$ cat config.mk
export PLATFORM = sky130hd
export DESIGN_NAME = mem_arb_flat
export DESIGN_NICKNAME = d
export VERILOG_FILES = /design/src/rtl/mem_arb_pkg.sv /design/src/rtl/mem_arb_if.sv /design/src/rtl/mem_arb_burst.sv /design/src/rtl/mem_arb.sv /design/src/flat_wrapper.sv
export SDC_FILE = /design/constraint.sdc
export NUM_CORES = 1
export LEC_CHECK = 0
export ABC_AREA = 1
export CORE_ASPECT_RATIO = 2
export CORE_MARGIN = 2
export CORE_UTILIZATION = 33
export DETAILED_ROUTE_END_ITERATION = 8
export PLACE_DENSITY = 0.78
export SETUP_SLACK_MARGIN = 0.05
export SKIP_CTS_REPAIR_TIMING = 1
export SYNTH_ARGS = -nofsm -noshare
export SYNTH_HDL_FRONTEND = slang
export SYNTH_SLANG_ARGS = --single-unit
$ cat constraint.sdc
create_clock -name clk -period 1.7 [get_ports clk]
set_input_delay 0.17 -clock clk [delete_from_list [all_inputs] [get_ports clk]]
set_output_delay 0.17 -clock clk [all_outputs]
set_load 0.02 [all_outputs]
$ cat src/rtl/mem_arb_pkg.sv
// Shared types for the CPU/DMA data RAM arbiter.
// Build option MEMARB_RR_EN selects round-robin arbitration (see mem_arb.sv).
package mem_arb_pkg;

    typedef enum logic [1:0] {
        ARB_IDLE = 2'd0,
        ARB_CPU  = 2'd1,
        ARB_DMA  = 2'd2
    } memarb_state_t;

    typedef enum logic {
        OWN_CPU = 1'b0,
        OWN_DMA = 1'b1
    } memarb_owner_t;

endpackage

$ cat src/rtl/mem_arb_if.sv
// Requester (CPU, DMA) and RAM-macro signals of the data RAM arbiter.
// slave = arbiter side, master = requesters plus RAM macro.
interface mem_arb_if #(
    parameter int AW   = 8,
    parameter int DW   = 16,
    parameter int LENW = 4
);
    logic            cpu_req;
    logic            cpu_we;
    logic [AW-1:0]   cpu_addr;
    logic [DW-1:0]   cpu_wdata;
    logic            cpu_gnt;
    logic            cpu_rvalid;
    logic [DW-1:0]   cpu_rdata;

    logic            dma_req;
    logic            dma_we;
    logic [AW-1:0]   dma_addr;
    logic [LENW-1:0] dma_len;
    logic [DW-1:0]   dma_wdata;
    logic            dma_gnt;
    logic            dma_rvalid;
    logic [DW-1:0]   dma_rdata;
    logic            dma_done;

    logic            busy;
    logic [AW-1:0]   mem_addr;
    logic            mem_wen;
    logic [DW-1:0]   mem_wdata;
    logic [DW-1:0]   mem_rdata;

    modport slave (
        input  cpu_req, cpu_we, cpu_addr, cpu_wdata,
        output cpu_gnt, cpu_rvalid, cpu_rdata,
        input  dma_req, dma_we, dma_addr, dma_len, dma_wdata,
        output dma_gnt, dma_rvalid, dma_rdata, dma_done,
        output busy, mem_addr, mem_wen, mem_wdata,
        input  mem_rdata
    );

    modport master (
        output cpu_req, cpu_we, cpu_addr, cpu_wdata,
        input  cpu_gnt, cpu_rvalid, cpu_rdata,
        output dma_req, dma_we, dma_addr, dma_len, dma_wdata,
        input  dma_gnt, dma_rvalid, dma_rdata, dma_done,
        input  busy, mem_addr, mem_wen, mem_wdata,
        output mem_rdata
    );

endinterface

$ cat src/rtl/mem_arb_burst.sv
// DMA burst tracker: latches base/len/we at burst start, counts beats, makes beat address.
// Beat address wraps modulo 2**AW; last/next_last flag the final and penultimate beats.
module mem_arb_burst #(
    parameter int AW   = 8,
    parameter int LENW = 4
) (
    input  logic            clk,
    input  logic            rst_n,
    input  logic            start,
    input  logic            adv,
    input  logic [AW-1:0]   base,
    input  logic [LENW-1:0] len,
    input  logic            we,
    output logic [AW-1:0]   addr,
    output logic            we_q,
    output logic            last,
    output logic            next_last
);
    logic [AW-1:0]   base_q;
    logic [LENW-1:0] len_q;
    logic [LENW-1:0] cnt;
    logic [LENW-1:0] cnt_inc;

    always_ff @(posedge clk or negedge rst_n) begin
        if (!rst_n) begin
            base_q <= '0;
            len_q  <= '0;
            we_q   <= 1'b0;
            cnt    <= '0;
        end else if (start) begin
            base_q <= base;
            len_q  <= len;
            we_q   <= we;
            cnt    <= '0;
        end else if (adv) begin
            cnt <= last ? '0 : cnt_inc;
        end
    end

    assign cnt_inc   = cnt + 1'b1;
    assign addr      = base_q + AW'(cnt);
    assign last      = (cnt == len_q);
    assign next_last = (cnt_inc == len_q);

endmodule

$ cat src/rtl/mem_arb.sv
// Single-port data RAM arbiter, CPU single beats vs DMA bursts; grant 1 cycle after req, rdata 1 cycle after beat.
// No preemption, one idle bubble after every transaction; MEMARB_RR_EN selects round-robin instead of CPU priority.
module mem_arb #(
    parameter int AW   = 8,
    parameter int DW   = 16,
    parameter int LENW = 4
) (
    input  logic       clk,
    input  logic       rst_n,
    mem_arb_if.slave   bus
);
    import mem_arb_pkg::*;

    memarb_state_t state;
    logic          cpu_gnt_q;
    logic          dma_gnt_q;
    logic          dma_done_q;
    logic          busy_q;
    logic          cpu_rv_q;
    logic          dma_rv_q;
    logic          cpu_win;
    logic          burst_start;
    logic          burst_adv;
    logic [AW-1:0] burst_addr;
    logic          burst_we;
    logic          burst_last;
    logic          burst_next_last;

`ifdef MEMARB_RR_EN
    memarb_owner_t last_owner;
    // On a tie the requester that was not served last wins.
    assign cpu_win = bus.cpu_req && (!bus.dma_req || (last_owner == OWN_DMA));
`else
    assign cpu_win = bus.cpu_req;
`endif

    assign burst_start = (state == ARB_IDLE) && !cpu_win && bus.dma_req;
    assign burst_adv   = (state == ARB_DMA);

    mem_arb_burst #(.AW(AW), .LENW(LENW)) u_burst (
        .clk       (clk),
        .rst_n     (rst_n),
        .start     (burst_start),
        .adv       (burst_adv),
        .base      (bus.dma_addr),
        .len       (bus.dma_len),
        .we        (bus.dma_we),
        .addr      (burst_addr),
        .we_q      (burst_we),
        .last      (burst_last),
        .next_last (burst_next_last)
    );

    always_ff @(posedge clk or negedge rst_n) begin
        if (!rst_n) begin
            state      <= ARB_IDLE;
            cpu_gnt_q  <= 1'b0;
            dma_gnt_q  <= 1'b0;
            dma_done_q <= 1'b0;
            busy_q     <= 1'b0;
            cpu_rv_q   <= 1'b0;
            dma_rv_q   <= 1'b0;
`ifdef MEMARB_RR_EN
            last_owner <= OWN_DMA;
`endif
        end else begin
            cpu_rv_q <= (state == ARB_CPU) && !bus.cpu_we;
            dma_rv_q <= (state == ARB_DMA) && !burst_we;
            case (state)
                ARB_IDLE: begin
                    if (cpu_win) begin
                        state     <= ARB_CPU;
                        cpu_gnt_q <= 1'b1;
                        busy_q    <= 1'b1;
`ifdef MEMARB_RR_EN
                        last_owner <= OWN_CPU;
`endif
                    end else if (bus.dma_req) begin
                        state      <= ARB_DMA;
                        dma_gnt_q  <= 1'b1;
                        dma_done_q <= (bus.dma_len == '0);
                        busy_q     <= 1'b1;
`ifdef MEMARB_RR_EN
                        last_owner <= OWN_DMA;
`endif
                    end
                end
                ARB_CPU: begin
                    state     <= ARB_IDLE;
                    cpu_gnt_q <= 1'b0;
                    busy_q    <= 1'b0;
                end
                ARB_DMA: begin
                    if (burst_last) begin
                        state      <= ARB_IDLE;
                        dma_gnt_q  <= 1'b0;
                        dma_done_q <= 1'b0;
                        busy_q     <= 1'b0;
                    end else begin
                        // done is registered, so raise it one beat ahead of the last one
                        dma_done_q <= burst_next_last;
                    end
                end
                default: begin
                    state      <= ARB_IDLE;
                    cpu_gnt_q  <= 1'b0;
                    dma_gnt_q  <= 1'b0;
                    dma_done_q <= 1'b0;
                    busy_q     <= 1'b0;
                end
            endcase
        end
    end

    // RAM port follows the current owner; wdata only carries data on write beats.
    always_comb begin
        bus.mem_addr  = '0;
        bus.mem_wen   = 1'b1;
        bus.mem_wdata = '0;
        case (state)
            ARB_CPU: begin
                bus.mem_addr = bus.cpu_addr;
                if (bus.cpu_we) begin
                    bus.mem_wen   = 1'b0;
                    bus.mem_wdata = bus.cpu_wdata;
                end
            end
            ARB_DMA: begin
                bus.mem_addr = burst_addr;
                if (burst_we) begin
                    bus.mem_wen   = 1'b0;
                    bus.mem_wdata = bus.dma_wdata;
                end
            end
            default: ;
        endcase
    end

    assign bus.cpu_gnt    = cpu_gnt_q;
    assign bus.dma_gnt    = dma_gnt_q;
    assign bus.dma_done   = dma_done_q;
    assign bus.busy       = busy_q;
    assign bus.cpu_rvalid = cpu_rv_q;
    assign bus.dma_rvalid = dma_rv_q;
    assign bus.cpu_rdata  = cpu_rv_q ? bus.mem_rdata : '0;
    assign bus.dma_rdata  = dma_rv_q ? bus.mem_rdata : '0;

endmodule

$ cat src/flat_wrapper.sv
// flat-port wrapper written by rule: the top's interface ports become plain ports
module mem_arb_flat import mem_arb_pkg::*;
#(
    parameter int AW   = 8,
    parameter int DW   = 16,
    parameter int LENW = 4
)
  (clk, rst_n, bus_cpu_req, bus_cpu_we, bus_cpu_addr, bus_cpu_wdata, bus_cpu_gnt, bus_cpu_rvalid, bus_cpu_rdata, bus_dma_req, bus_dma_we, bus_dma_addr, bus_dma_len, bus_dma_wdata, bus_dma_gnt, bus_dma_rvalid, bus_dma_rdata, bus_dma_done, bus_busy, bus_mem_addr, bus_mem_wen, bus_mem_wdata, bus_mem_rdata);
  mem_arb_if #(.AW(AW), .DW(DW), .LENW(LENW)) bus_i ();
  input  logic clk;
  input  logic rst_n;
  input wire logic [$bits(bus_i.cpu_req)-1:0] bus_cpu_req;
  input wire logic [$bits(bus_i.cpu_we)-1:0] bus_cpu_we;
  input wire logic [$bits(bus_i.cpu_addr)-1:0] bus_cpu_addr;
  input wire logic [$bits(bus_i.cpu_wdata)-1:0] bus_cpu_wdata;
  output wire logic [$bits(bus_i.cpu_gnt)-1:0] bus_cpu_gnt;
  output wire logic [$bits(bus_i.cpu_rvalid)-1:0] bus_cpu_rvalid;
  output wire logic [$bits(bus_i.cpu_rdata)-1:0] bus_cpu_rdata;
  input wire logic [$bits(bus_i.dma_req)-1:0] bus_dma_req;
  input wire logic [$bits(bus_i.dma_we)-1:0] bus_dma_we;
  input wire logic [$bits(bus_i.dma_addr)-1:0] bus_dma_addr;
  input wire logic [$bits(bus_i.dma_len)-1:0] bus_dma_len;
  input wire logic [$bits(bus_i.dma_wdata)-1:0] bus_dma_wdata;
  output wire logic [$bits(bus_i.dma_gnt)-1:0] bus_dma_gnt;
  output wire logic [$bits(bus_i.dma_rvalid)-1:0] bus_dma_rvalid;
  output wire logic [$bits(bus_i.dma_rdata)-1:0] bus_dma_rdata;
  output wire logic [$bits(bus_i.dma_done)-1:0] bus_dma_done;
  output wire logic [$bits(bus_i.busy)-1:0] bus_busy;
  output wire logic [$bits(bus_i.mem_addr)-1:0] bus_mem_addr;
  output wire logic [$bits(bus_i.mem_wen)-1:0] bus_mem_wen;
  output wire logic [$bits(bus_i.mem_wdata)-1:0] bus_mem_wdata;
  input wire logic [$bits(bus_i.mem_rdata)-1:0] bus_mem_rdata;
  assign bus_i.cpu_req = bus_cpu_req;
  assign bus_i.cpu_we = bus_cpu_we;
  assign bus_i.cpu_addr = bus_cpu_addr;
  assign bus_i.cpu_wdata = bus_cpu_wdata;
  assign bus_cpu_gnt = bus_i.cpu_gnt;
  assign bus_cpu_rvalid = bus_i.cpu_rvalid;
  assign bus_cpu_rdata = bus_i.cpu_rdata;
  assign bus_i.dma_req = bus_dma_req;
  assign bus_i.dma_we = bus_dma_we;
  assign bus_i.dma_addr = bus_dma_addr;
  assign bus_i.dma_len = bus_dma_len;
  assign bus_i.dma_wdata = bus_dma_wdata;
  assign bus_dma_gnt = bus_i.dma_gnt;
  assign bus_dma_rvalid = bus_i.dma_rvalid;
  assign bus_dma_rdata = bus_i.dma_rdata;
  assign bus_dma_done = bus_i.dma_done;
  assign bus_busy = bus_i.busy;
  assign bus_mem_addr = bus_i.mem_addr;
  assign bus_mem_wen = bus_i.mem_wen;
  assign bus_mem_wdata = bus_i.mem_wdata;
  assign bus_i.mem_rdata = bus_mem_rdata;
  mem_arb #(.AW(AW), .DW(DW), .LENW(LENW)) u_core (.clk(clk), .rst_n(rst_n), .bus(bus_i));
endmodule
==> flow_summary.yaml <==
power:
  power_report.internal_total_mw: 3.264
  power.static_leakage_nw: 2.651
  total_power_mw: 6.072
  peakVddDrop_uv: 1243
  share_clk_of_total_power_pct: 8.6
  net_switching_mw: 2.808
  p_per_area_nw_per_um2: 1313
  pwr-share-comb_pct: 72.7
  power_frac_seq_pct: 18.7
  switching_share_pct: 46.25
outcome:
  run_status: "finished with violations"
  failed_checks: "setup timing"
synthesis:
  post_synth_num_cell_types: 25
  most_frequent_cells_after_synthesis: "106 x nand2_1, 50 x nand3_1, 46 x inv_1, 29 x a21oi_1, 25 x dfrtp_1"
  syn-mean-instance-area_sq_um: 6.295
  synth_sequential_area_ratio_pct: 30.67
  synth_area_leaders: "dfrtp_1 31%, nand2_1 20%, nand3_1 12%, inv_1 8.5%, a21oi_1 7.1%"
  synthesis.instances: 324
  mappedNetlistNets: 407
  synth_ff_type: "dfrtp_1"
  netlist_area_sq_um: 2039
  synth.most_common_cell: "nand2_1"
  ys_ff_latch: 25
  area_leader_netlist: "dfrtp_1"
  synth_enable_flop_cells: 0
  async_flop_share_pct: 100.0
  synth_top_area_share_pct: 30.67
  synth.yosys.warnings: 0
clock_network:
  ctsHtreeMaxLevel: 1
  insertion_delay_ps: 260
  cts_root_buffer: "clkbuf_16"
  clock_sinks: 25
  cts.clk_slew.worst_paths_ps: 60
  cts-buffers-inserted: 3
  cts-root-to-sink-buffers: 2
  cts_tree: "done"
place:
  place_congestion: 0.8838
  hpwlAfterDp_microns: 6195
  portBuffers: 136
  postPlaceCellArea_sq_um: 3780
layout:
  num-fill-cells: 366
  final_nets: 584
  drive_above_1_share_pct: 35.80
  n_antenna_cell: 0
  multi_input_area_sq_um: 1662
  finish.instance_area_sq_um: 4623
  syn2layout_area_growth_pct: 126.7
  seqCellArea_sq_um: 628.1
grt:
  grt_util_all_layers_pct: 21.36
  pin_count_of_the_biggest_net_entering_global_routing: 26
  grt_first_pass_wirelength_microns: 11460
  grt_pass1_vias: 2601
  antenna_found_initial: 0
  overflow: 0
drt:
  drt-pass1-iter-count: 4
  drtIter0Drc: 159
  routedWlPerCell_microns: 17.82
  detailroute.via_count: 3008
  wl_microns: 10030
  route.detailed.drc: 0
  via_per_inst: 5.343
  ant_nets: 0
timing:
  timing.slew.headroom_pct: 77.94
  grt_setup_unrepaired: "yes"
  fin_crit_ps: 2177
  timing.final.max_slew_violations: 0
  post-route-worst-setup-slack_ps: -477.2
  finalHoldWorstSlack_ps: 273.3
  fmax_mhz: 459.3
  max_slew.worst_pin.slew_ps: 331.0
  final.period_utilization_pct: 128.1
  timing_hold_violations_final: 0
  clock_skew_ps: 1.609
  setup_viol: 24
critical_path:
  worstPathArrival_ps: 2010
  cp-startpoint: "u_core.u_burst.cnt[0]$_DFFE_PN0P_"
  launch_instance_of_the_worst_register_to_register_path: "u_core.u_burst.cnt[2]$_DFFE_PN0P_"
  crit-reg2reg-capture: "u_core.bus.busy$_DFFE_PN0P_"
  criticalPathCategory: "reg -> out"
  worstRegToRegCells: 8
  ff2ff_setup_slack_ps: 50
  endpoint_of_the_worst_setup_timing_path: "bus_mem_addr[4]"
  worst-path-max-fanout: 4
  timing.critical_path.required_ps: 1530
  setup.worst_path.end_class: "output pin"
  critical_path.startpoint_type: "flop"
floorplan:
  initial_utilization_pct: 33.96
  number_of_ports_placed_on_the_die_boundary: 137
  die_height_microns: 115.2
  floorplan.core_area_sq_um: 6006
  rows: 40
  fp.dieArea_sq_um: 6863
  die_width_microns: 59.59
worst_hold_path:
  hp-class: "in -> async"
flow_run:
  max_capacitance_violation_count: 0
cell usage in the layout (no fill, tap or decap), types with 2 or more instances in the layout:
cell	netlist	layout
a21oi_2	0	24
a21oi_4	0	4
buf_12	0	4
buf_4	1	45
buf_6	1	29
clkbuf_16	0	5
clkdlybuf4s50_1	0	79
dfrtp_1	25	23
dfrtp_2	0	2
dlymetal6s2s_1	0	32
ha_4	0	7
inv_1	46	42
inv_2	2	5
inv_4	0	2
nand2_1	106	96
nand2_2	0	9
nand3_1	50	22
nand3_2	0	19
nand3_4	0	9
nand4_1	4	4
nor2_1	7	3
nor2_2	0	4
o21ai_0	12	9
o21ai_2	0	2
xnor2_1	6	4
xor2_1	2	2
final cells by class:
cell class | count | share of cell area [%]
clock inverters | 1 | 0.1083
well taps | 63 | 1.705
flip-flops and latches | 25 | 13.59
repair buffers | 191 | 42.95
inverters | 49 | 4.087
multi-input cells | 231 | 35.94
clock buffers | 3 | 1.624
worst min-delay path by stage:
stage                                              start                                    to  slack [ps]  cells past startpoint
finish                                             rst_n  u_core.u_burst.base_q[7]$_DFFE_PN0P_         270                      2
global route                                       rst_n  u_core.u_burst.base_q[7]$_DFFE_PN0P_         310                      2
CTS                                                rst_n  u_core.u_burst.base_q[7]$_DFFE_PN0P_         290                      2
detailed placement  u_core.u_burst.base_q[3]$_DFFE_PN0P_  u_core.u_burst.base_q[3]$_DFFE_PN0P_         460                      2
global placement             u_core.bus.busy$_DFFE_PN0P_           u_core.bus.busy$_DFFE_PN0P_         470                      2
floorplan                                          rst_n           u_core.bus.busy$_DFFE_PN0P_        -130                      0
sequential cells by signal, indices dropped and copies added (netlist names):
name,count
u_core.u_burst.base_q,8
u_core.u_burst.cnt,4
u_core.u_burst.len_q,4
u_core.state,2
u_core.bus.busy,1
u_core.bus.cpu_gnt,1
u_core.bus.cpu_rvalid,1
u_core.bus.dma_done,1
u_core.bus.dma_gnt,1
u_core.bus.dma_rvalid,1
u_core.u_burst.we_q,1
critical path, cell delays in order (launching register included):
cell and delay [ps]:
dfrtp_1 410, ha_2 230, fa_2 410, nand3_2 90
nand2_2 90, a21oi_2 170, o21ai_2 80, a21oi_2 130
buf_6 130
kinds of logic (layout without fill, tap and decap cells):
| kind of cell | count (synthesis) | count (layout) | synth area share, % |
|---|---|---|---|
| AO/OA/AOI/OAI | 42 | 42 | 10.43 |
| XOR/XNOR | 8 | 8 | 3.436 |
| buffers and inverters | 68 | 244 | 13.31 |
| adder cells (fa/ha/maj) | 9 | 9 | 5.890 |
| flip-flops | 25 | 25 | 30.67 |
| AND/OR/NAND/NOR | 172 | 172 | 36.26 |
stage by stage:
step | util (%) | setup WS, ps | instances | setup TNS [ps]
2_1_floorplan | - | -45.84 | 324 | -45.84
3_5_place_dp | 62.94 | -547.4 | 539 | -7566
6_report | 76.98 | -477.2 | 563 | -3409
4_1_cts | 64.27 | -836.0 | 543 | -15130
3_3_place_gp | 62.94 | -535.2 | 539 | -6788
5_1_grt | 76.98 | -563.2 | 563 | -4717
power groups by stage:
stage	clock, mW	sequential, mW	combinational [mW]
after global placement	0	1.04	3.23
after detailed placement	0	1.05	3.30
after floorplan	0	1.09	1.72
after global routing	0.555	1.16	4.71
final	0.521	1.14	4.42
after CTS	0.526	1.05	3.31
per-layer routing:
layer | GRT usage (%) | part of all wire (%) | vias to the layer above
met1 | 20.14 | 33 | 1429
met3 | 3.825 | 8.2 | 39
met2 | 42.86 | 55 | 161
li1 | - | - | 1379
met5 | 0 | 0 | -
met4 | 7.556 | 4.2 | 0
Note: power is estimated with default switching activity, not from simulation.
